File: src/rtl/csr_access_unit_pkg.sv
// Shared definitions for the Zicsr access sequencer: funct3 encodings,
// FSM states and the read-only CSR address space marker.
package csr_access_unit_pkg;

  localparam logic [2:0] F3_RW  = 3'b001;
  localparam logic [2:0] F3_RS  = 3'b010;
  localparam logic [2:0] F3_RC  = 3'b011;
  localparam logic [2:0] F3_RWI = 3'b101;
  localparam logic [2:0] F3_RSI = 3'b110;
  localparam logic [2:0] F3_RCI = 3'b111;

  // addr[11:10] == 2'b11 marks the read-only CSR space
  localparam logic [1:0] RO_ADDR_TOP = 2'b11;

  typedef enum logic [2:0] {
    ST_IDLE  = 3'd0,
    ST_READ  = 3'd1,
    ST_WAIT  = 3'd2,
    ST_WRITE = 3'd3,
    ST_RESP  = 3'd4
  } state_t;

  // funct3 000 and 100 are not Zicsr ops
  function automatic logic f3_reserved(input logic [2:0] f3);
    return (f3[1:0] == 2'b00);
  endfunction

endpackage

File: src/rtl/csr_wdata_gen.sv
// Combinational write-decision for one Zicsr op: whether to write, the new
// value, and whether the write would hit the read-only CSR space.
module csr_wdata_gen
  import csr_access_unit_pkg::*;
(
  input  logic [2:0]  i_funct3,
  input  logic [11:0] i_addr,
  input  logic [31:0] i_old,
  input  logic [31:0] i_src,
  input  logic        i_is_x0,
  output logic        o_wr,
  output logic [31:0] o_new,
  output logic        o_ro_violation
);

  always_comb begin
    o_wr  = 1'b0;
    o_new = i_old;
    case (i_funct3)
      F3_RW, F3_RWI: begin
        o_wr  = 1'b1;
        o_new = i_src;
      end
      // set/clear with a zero operand is a pure read and must not write
      F3_RS, F3_RSI: begin
        o_wr  = !i_is_x0;
        o_new = i_old | i_src;
      end
      F3_RC, F3_RCI: begin
        o_wr  = !i_is_x0;
        o_new = i_old & ~i_src;
      end
      default: begin
        o_wr  = 1'b0;
        o_new = i_old;
      end
    endcase
    o_ro_violation = o_wr && (i_addr[11:10] == RO_ADDR_TOP);
  end

endmodule

File: src/rtl/csr_access_unit.sv
// Execute-stage Zicsr sequencer: read old CSR value, decide/issue the write,
// and return the old value (or an illegal-instruction flag) for rd.
module csr_access_unit
  import csr_access_unit_pkg::*;
#(
  parameter int unsigned RD_TIMEOUT = 2
) (
  input  logic        CLK,
  input  logic        RST,
  input  logic        FLUSH,
  input  logic        I_VALID,
  output logic        I_READY,
  input  logic [2:0]  I_FUNCT3,
  input  logic [11:0] I_ADDR,
  input  logic [31:0] I_SRC,
  input  logic        I_SRC_IS_X0,
  input  logic [4:0]  I_RD,
  output logic        CSR_RDEN,
  output logic [11:0] CSR_RADDR,
  input  logic        CSR_RVALID,
  input  logic [31:0] CSR_RDATA,
  output logic        CSR_WREN,
  output logic [11:0] CSR_WADDR,
  output logic [31:0] CSR_WDATA,
  output logic        O_VALID,
  input  logic        O_READY,
  output logic [4:0]  O_RD,
  output logic [31:0] O_DATA,
  output logic        O_ILLEGAL,
  output state_t      o_dbg_state
);

  // Handshakes: a transfer happens on a rising edge where valid and ready are
  // both 1; the valid side holds its payload stable until that edge.

  localparam logic [3:0] TO_LAST = 4'(RD_TIMEOUT - 1);

  state_t      r_state;
  state_t      w_next;
  logic [2:0]  r_funct3;
  logic [11:0] r_addr;
  logic [31:0] r_src;
  logic        r_is_x0;
  logic [4:0]  r_rd;
  logic [31:0] r_old;
  logic [31:0] r_new;
  logic        r_illegal;
  logic [3:0]  r_cnt;

  logic        w_wr;
  logic [31:0] w_new;
  logic        w_ro;
  logic        w_rsvd;
  logic        w_accept;

  csr_wdata_gen u_wdata_gen (
    .i_funct3       (r_funct3),
    .i_addr         (r_addr),
    .i_old          (CSR_RDATA),
    .i_src          (r_src),
    .i_is_x0        (r_is_x0),
    .o_wr           (w_wr),
    .o_new          (w_new),
    .o_ro_violation (w_ro)
  );

  assign w_rsvd      = f3_reserved(r_funct3);
  assign w_accept    = (r_state == ST_IDLE) && I_VALID && !FLUSH;
  assign o_dbg_state = r_state;

  always_comb begin
    w_next    = r_state;
    I_READY   = 1'b0;
    CSR_RDEN  = 1'b0;
    CSR_RADDR = '0;
    CSR_WREN  = 1'b0;
    CSR_WADDR = '0;
    CSR_WDATA = '0;
    O_VALID   = 1'b0;
    O_ILLEGAL = 1'b0;
    O_RD      = '0;
    O_DATA    = '0;
    case (r_state)
      ST_IDLE: begin
        I_READY = 1'b1;
        if (w_accept) w_next = ST_READ;
      end
      ST_READ: begin
        if (FLUSH) begin
          w_next = ST_IDLE;
        end else if (w_rsvd) begin
          w_next = ST_RESP;
        end else begin
          w_next    = ST_WAIT;
          CSR_RDEN  = 1'b1;
          CSR_RADDR = r_addr;
        end
      end
      ST_WAIT: begin
        if (FLUSH) begin
          w_next = ST_IDLE;
        end else if (CSR_RVALID) begin
          w_next = (w_wr && !w_ro) ? ST_WRITE : ST_RESP;
        end else if (r_cnt == TO_LAST) begin
          w_next = ST_RESP;
        end
      end
      ST_WRITE: begin
        // the write commits even under FLUSH; only the response is dropped
        CSR_WREN  = 1'b1;
        CSR_WADDR = r_addr;
        CSR_WDATA = r_new;
        w_next    = FLUSH ? ST_IDLE : ST_RESP;
      end
      ST_RESP: begin
        O_VALID   = 1'b1;
        O_ILLEGAL = r_illegal;
        O_RD      = r_illegal ? 5'd0 : r_rd;
        O_DATA    = r_illegal ? 32'd0 : r_old;
        if (FLUSH || O_READY) w_next = ST_IDLE;
      end
      default: w_next = ST_IDLE;
    endcase
  end

  always_ff @(posedge CLK) begin
    if (!RST) begin
      r_state   <= ST_IDLE;
      r_funct3  <= '0;
      r_addr    <= '0;
      r_src     <= '0;
      r_is_x0   <= 1'b0;
      r_rd      <= '0;
      r_old     <= '0;
      r_new     <= '0;
      r_illegal <= 1'b0;
      r_cnt     <= '0;
    end else begin
      r_state <= w_next;
      case (r_state)
        ST_IDLE: begin
          if (w_accept) begin
            r_funct3  <= I_FUNCT3;
            r_addr    <= I_ADDR;
            r_src     <= I_SRC;
            r_is_x0   <= I_SRC_IS_X0;
            r_rd      <= I_RD;
            r_old     <= '0;
            r_illegal <= 1'b0;
          end
        end
        ST_READ: begin
          r_cnt <= '0;
          if (w_rsvd) r_illegal <= 1'b1;
        end
        ST_WAIT: begin
          if (CSR_RVALID) begin
            r_old     <= CSR_RDATA;
            r_new     <= w_new;
            r_illegal <= w_ro;
          end else begin
            r_cnt <= r_cnt + 4'd1;
            // read window expired without RVALID: flag the op illegal
            if (r_cnt == TO_LAST) r_illegal <= 1'b1;
          end
        end
        default: ;
      endcase
    end
  end

endmodule

File: config.mk
export PLATFORM = sky130hd
export DESIGN_NAME = csr_access_unit
export DESIGN_NICKNAME = d
export VERILOG_FILES = /design/src/rtl/csr_access_unit_pkg.sv /design/src/rtl/csr_wdata_gen.sv /design/src/rtl/csr_access_unit.sv
export SDC_FILE = /design/constraint.sdc
export NUM_CORES = 1
export LEC_CHECK = 0
export CAP_MARGIN = 20
export CORE_ASPECT_RATIO = 1.4
export CORE_MARGIN = 5
export CORE_UTILIZATION = 45
export CTS_CLUSTER_DIAMETER = 80
export DETAILED_ROUTE_END_ITERATION = 12
export PLACE_DENSITY = 0.79
export SYNTH_ARGS = -nofsm -noshare
export SYNTH_HDL_FRONTEND = slang
export SYNTH_HIERARCHICAL = 1
export SYNTH_SLANG_ARGS = --single-unit
File: constraint.sdc
create_clock -name CLK -period 1.7 [get_ports CLK]
set_input_delay 0.17 -clock CLK [delete_from_list [all_inputs] [get_ports CLK]]
set_output_delay 0.17 -clock CLK [all_outputs]
set_load 0.1 [all_outputs]
==> flow_summary_export.csv <==
group,metric,value,unit
routing,drt-initial-drc-count,405,
sta,finalCriticalPeriod,1953,ps
pwr,power_leakage,4.160,nW
worst_setup_path,worstPathCellList,"inv_6 -> buf_6 -> nor4_4 -> buf_6 -> buf_12 -> and2_4 -> buf_12",
pwr,power.internal,5.709,mW
routing,vias_per_cell,5.398,
flow_run,maxCapViolCount,0,
routing,drtPass1Iterations,7,
pwr,power_switching_share,0.2662,
sta,finalSetupViolations,98,
placed_design,place_area,0.01010,mm2
status,status,"finished, violations left",
floorplan,die_y,153.7,um
placed_design,io_buffers,190,
clocking,clk_pin_slew,60,ps
synth,syn-mean-instance-area,7.968,um2
clocking,numCtsBuffers,17,
routing,avgRoutedWirePerCell,18.75,um
status,violations,"negative setup slack",
clocking,cts_root_buf,"clkbuf_16",
grt,grt_start_max_net_pins,104,
clocking,cts_hold_buf,0,
pwr,power.total,7.780,mW
grt,grt_overflow,0,
floorplan,die-area,0.01731,mm2
floorplan,die_x,112.6,um
routing,num_vias,6672,
clocking,cts_tree,"yes",
routing,antenna_left,0,
finish,drive_gt1_frac,0.3078,
sta,fin_crit_sh,1.149,
clocking,clk_latency,420,ps
synth,syn_nets,926,
finish,final_nets,1127,
routing,wl,23180,um
pwr,p_comb_frac,0.149,
clocking,cts-htree-levels,4,
sta,hold_viol_final,0,
pwr,irDropWorstVdd,0.6511,mV
pwr,clkPwrFrac,0.458,
clocking,clock-sinks,124,
sta,max_freq,512.0,MHz
clocking,ctsLongestPathBuffers,2,
finish,final_area,0.01117,mm2
floorplan,core,0.01451,mm2
pwr,p_per_area,696.5,mW/mm2
worst_setup_path,cp-start-kind,"flip-flop",
worst_setup_path,rrSetupSlack,-10,ps
worst_setup_path,cp-end-kind,"output port",
floorplan,start_util,0.4575,
floorplan,pin_count,192,
worst_setup_path,crit_slowest_cell,"dfxtp_4",
grt,antenna_found_initial,1,
worst_setup_path,path_class,"flip-flop to output port",
sta,fin_ws,-253.0,ps
sta,worst_pin_slew,393.6,ps
worst_setup_path,path_max_fanout,19,
routing,drc,0,
synth,syn_area,0.006638,mm2
hold_path,hold_class,"primary input to flip-flop",
worst_setup_path,arrival,1780,ps
placed_design,place_congestion,0.8719,
sta,maxSlewViolCount,0,
synth,ys_warn_count,6,
sta,clock_skew,10.61,ps
pwr,p_sw,2.071,mW
grt,grt_pass1_wl,34440,um
placed_design,dp_hpwl,15190,um
finish,area_growth,68.28,%
sta,relSlewSlack,0.7376,
sta,rsz0062_at_grt,"yes",
grt,grt.total_usage,0.2499,
pwr,seqPwrFrac,0.393,
worst_setup_path,slowest_delay,380,ps
floorplan,row_count,52,
grt,grt_pass1_vias,6631,
synth,synth_cells,833,
worst_setup_path,required,1530,ps
[layout make-up]
cell class	instances	area [um2]
well taps	189	236.5
clock buffers	18	429.2
fillers	955	3339
repair buffers	253	3779
multi-input cells	603	3943
clock inverters	13	145.1
inverters	35	136.4
diodes	1	2.502
flip-flops and latches	124	2499
[metal layers]
metal	wire [um]	GRT usage
met5	0	0
met4	1030	0.1208
met3	1234	0.05387
met2	12790	0.4819
met1	8120	0.2470
[what timing repair did]
| item | 4_1_cts | 5_1_grt |
|---|---|---|
| cloned | 3 | 6 |
| resized for setup | 26 | 30 |
| endpoints found under the setup margin | 96 | 166 |
| pin swaps | 15 | 11 |
| buffers inserted | 21 | 6 |
[power by group through the flow]
stage,clock network (mW),registers (mW),logic [mW]
2_1_floorplan,0,3.13,0.586
3_3_place_gp,0,3.12,1.03
3_5_place_dp,0,3.12,1.05
4_1_cts,3.58,3.05,1.09
5_1_grt,3.76,3.06,1.23
6_report,3.56,3.06,1.16
[final timing paths]
path,from,end,cells after the start
min,RST,o_dbg_state[0]$_SDFFE_PN0P_,2
max reg2reg,o_dbg_state[0]$_SDFFE_PN0P_,r_new[5]$_SDFFE_PN0P_,7
max,o_dbg_state[2]$_SDFFE_PN0P_,O_DATA[9],7
min reg2reg,r_old[17]$_SDFFE_PN0P_,r_old[17]$_SDFFE_PN0P_,2
[worst max-delay path, delay by kind of cell (launching register included)]
kind                   cells  cell delay [ps]
buffers and inverters      5              640
DFF                        1              380
and+or+nand+nor            2              330
[per-stage QoR]
stage	setup WS (ps)	hold slack [ps]	TNS, ps	instances	utilization
5_1_grt	-303.8	108.7	-21530	1236	0.7698
4_1_cts	-208.8	97.72	-15310	1227	0.7577
2_1_floorplan	-510.2	304.8	-50670	833	-
3_5_place_dp	-77.22	442.7	-868.9	1172	0.6960
3_3_place_gp	3.036	437.0	0	1172	0.6960
6_report	-253.0	105.2	-15740	1236	0.7698
[sequential cells by signal, summed over array words and instances (netlist names)]
signal,flops
r_cnt,4
r_addr,12
o_dbg_state,3
r_old,32
r_src,32
r_is_x0,1
r_funct3,2
r_new,32
r_illegal,1
r_rd,5
[layout by cell type (no fill, tap or decap), types with 3 or more instances in the layout]
cell / n
a211oi_2: 3
a21boi_0: 38
a21boi_1: 78
a21oi_1: 3
a22oi_1: 23
a22oi_2: 9
and2_4: 94
buf_12: 117
buf_4: 24
buf_6: 16
clkbuf_16: 22
clkdlybuf4s50_1: 88
clkinv_4: 4
clkinvlp_4: 3
dfxtp_1: 119
dfxtp_4: 4
inv_1: 34
inv_6: 3
mux2i_1: 3
nand2_1: 203
nor2_1: 10
nor2b_1: 3
nor3_4: 3
o211ai_1: 33
o21ai_0: 34
xnor2_1: 34
Note: power is estimated with default switching activity, not from simulation.
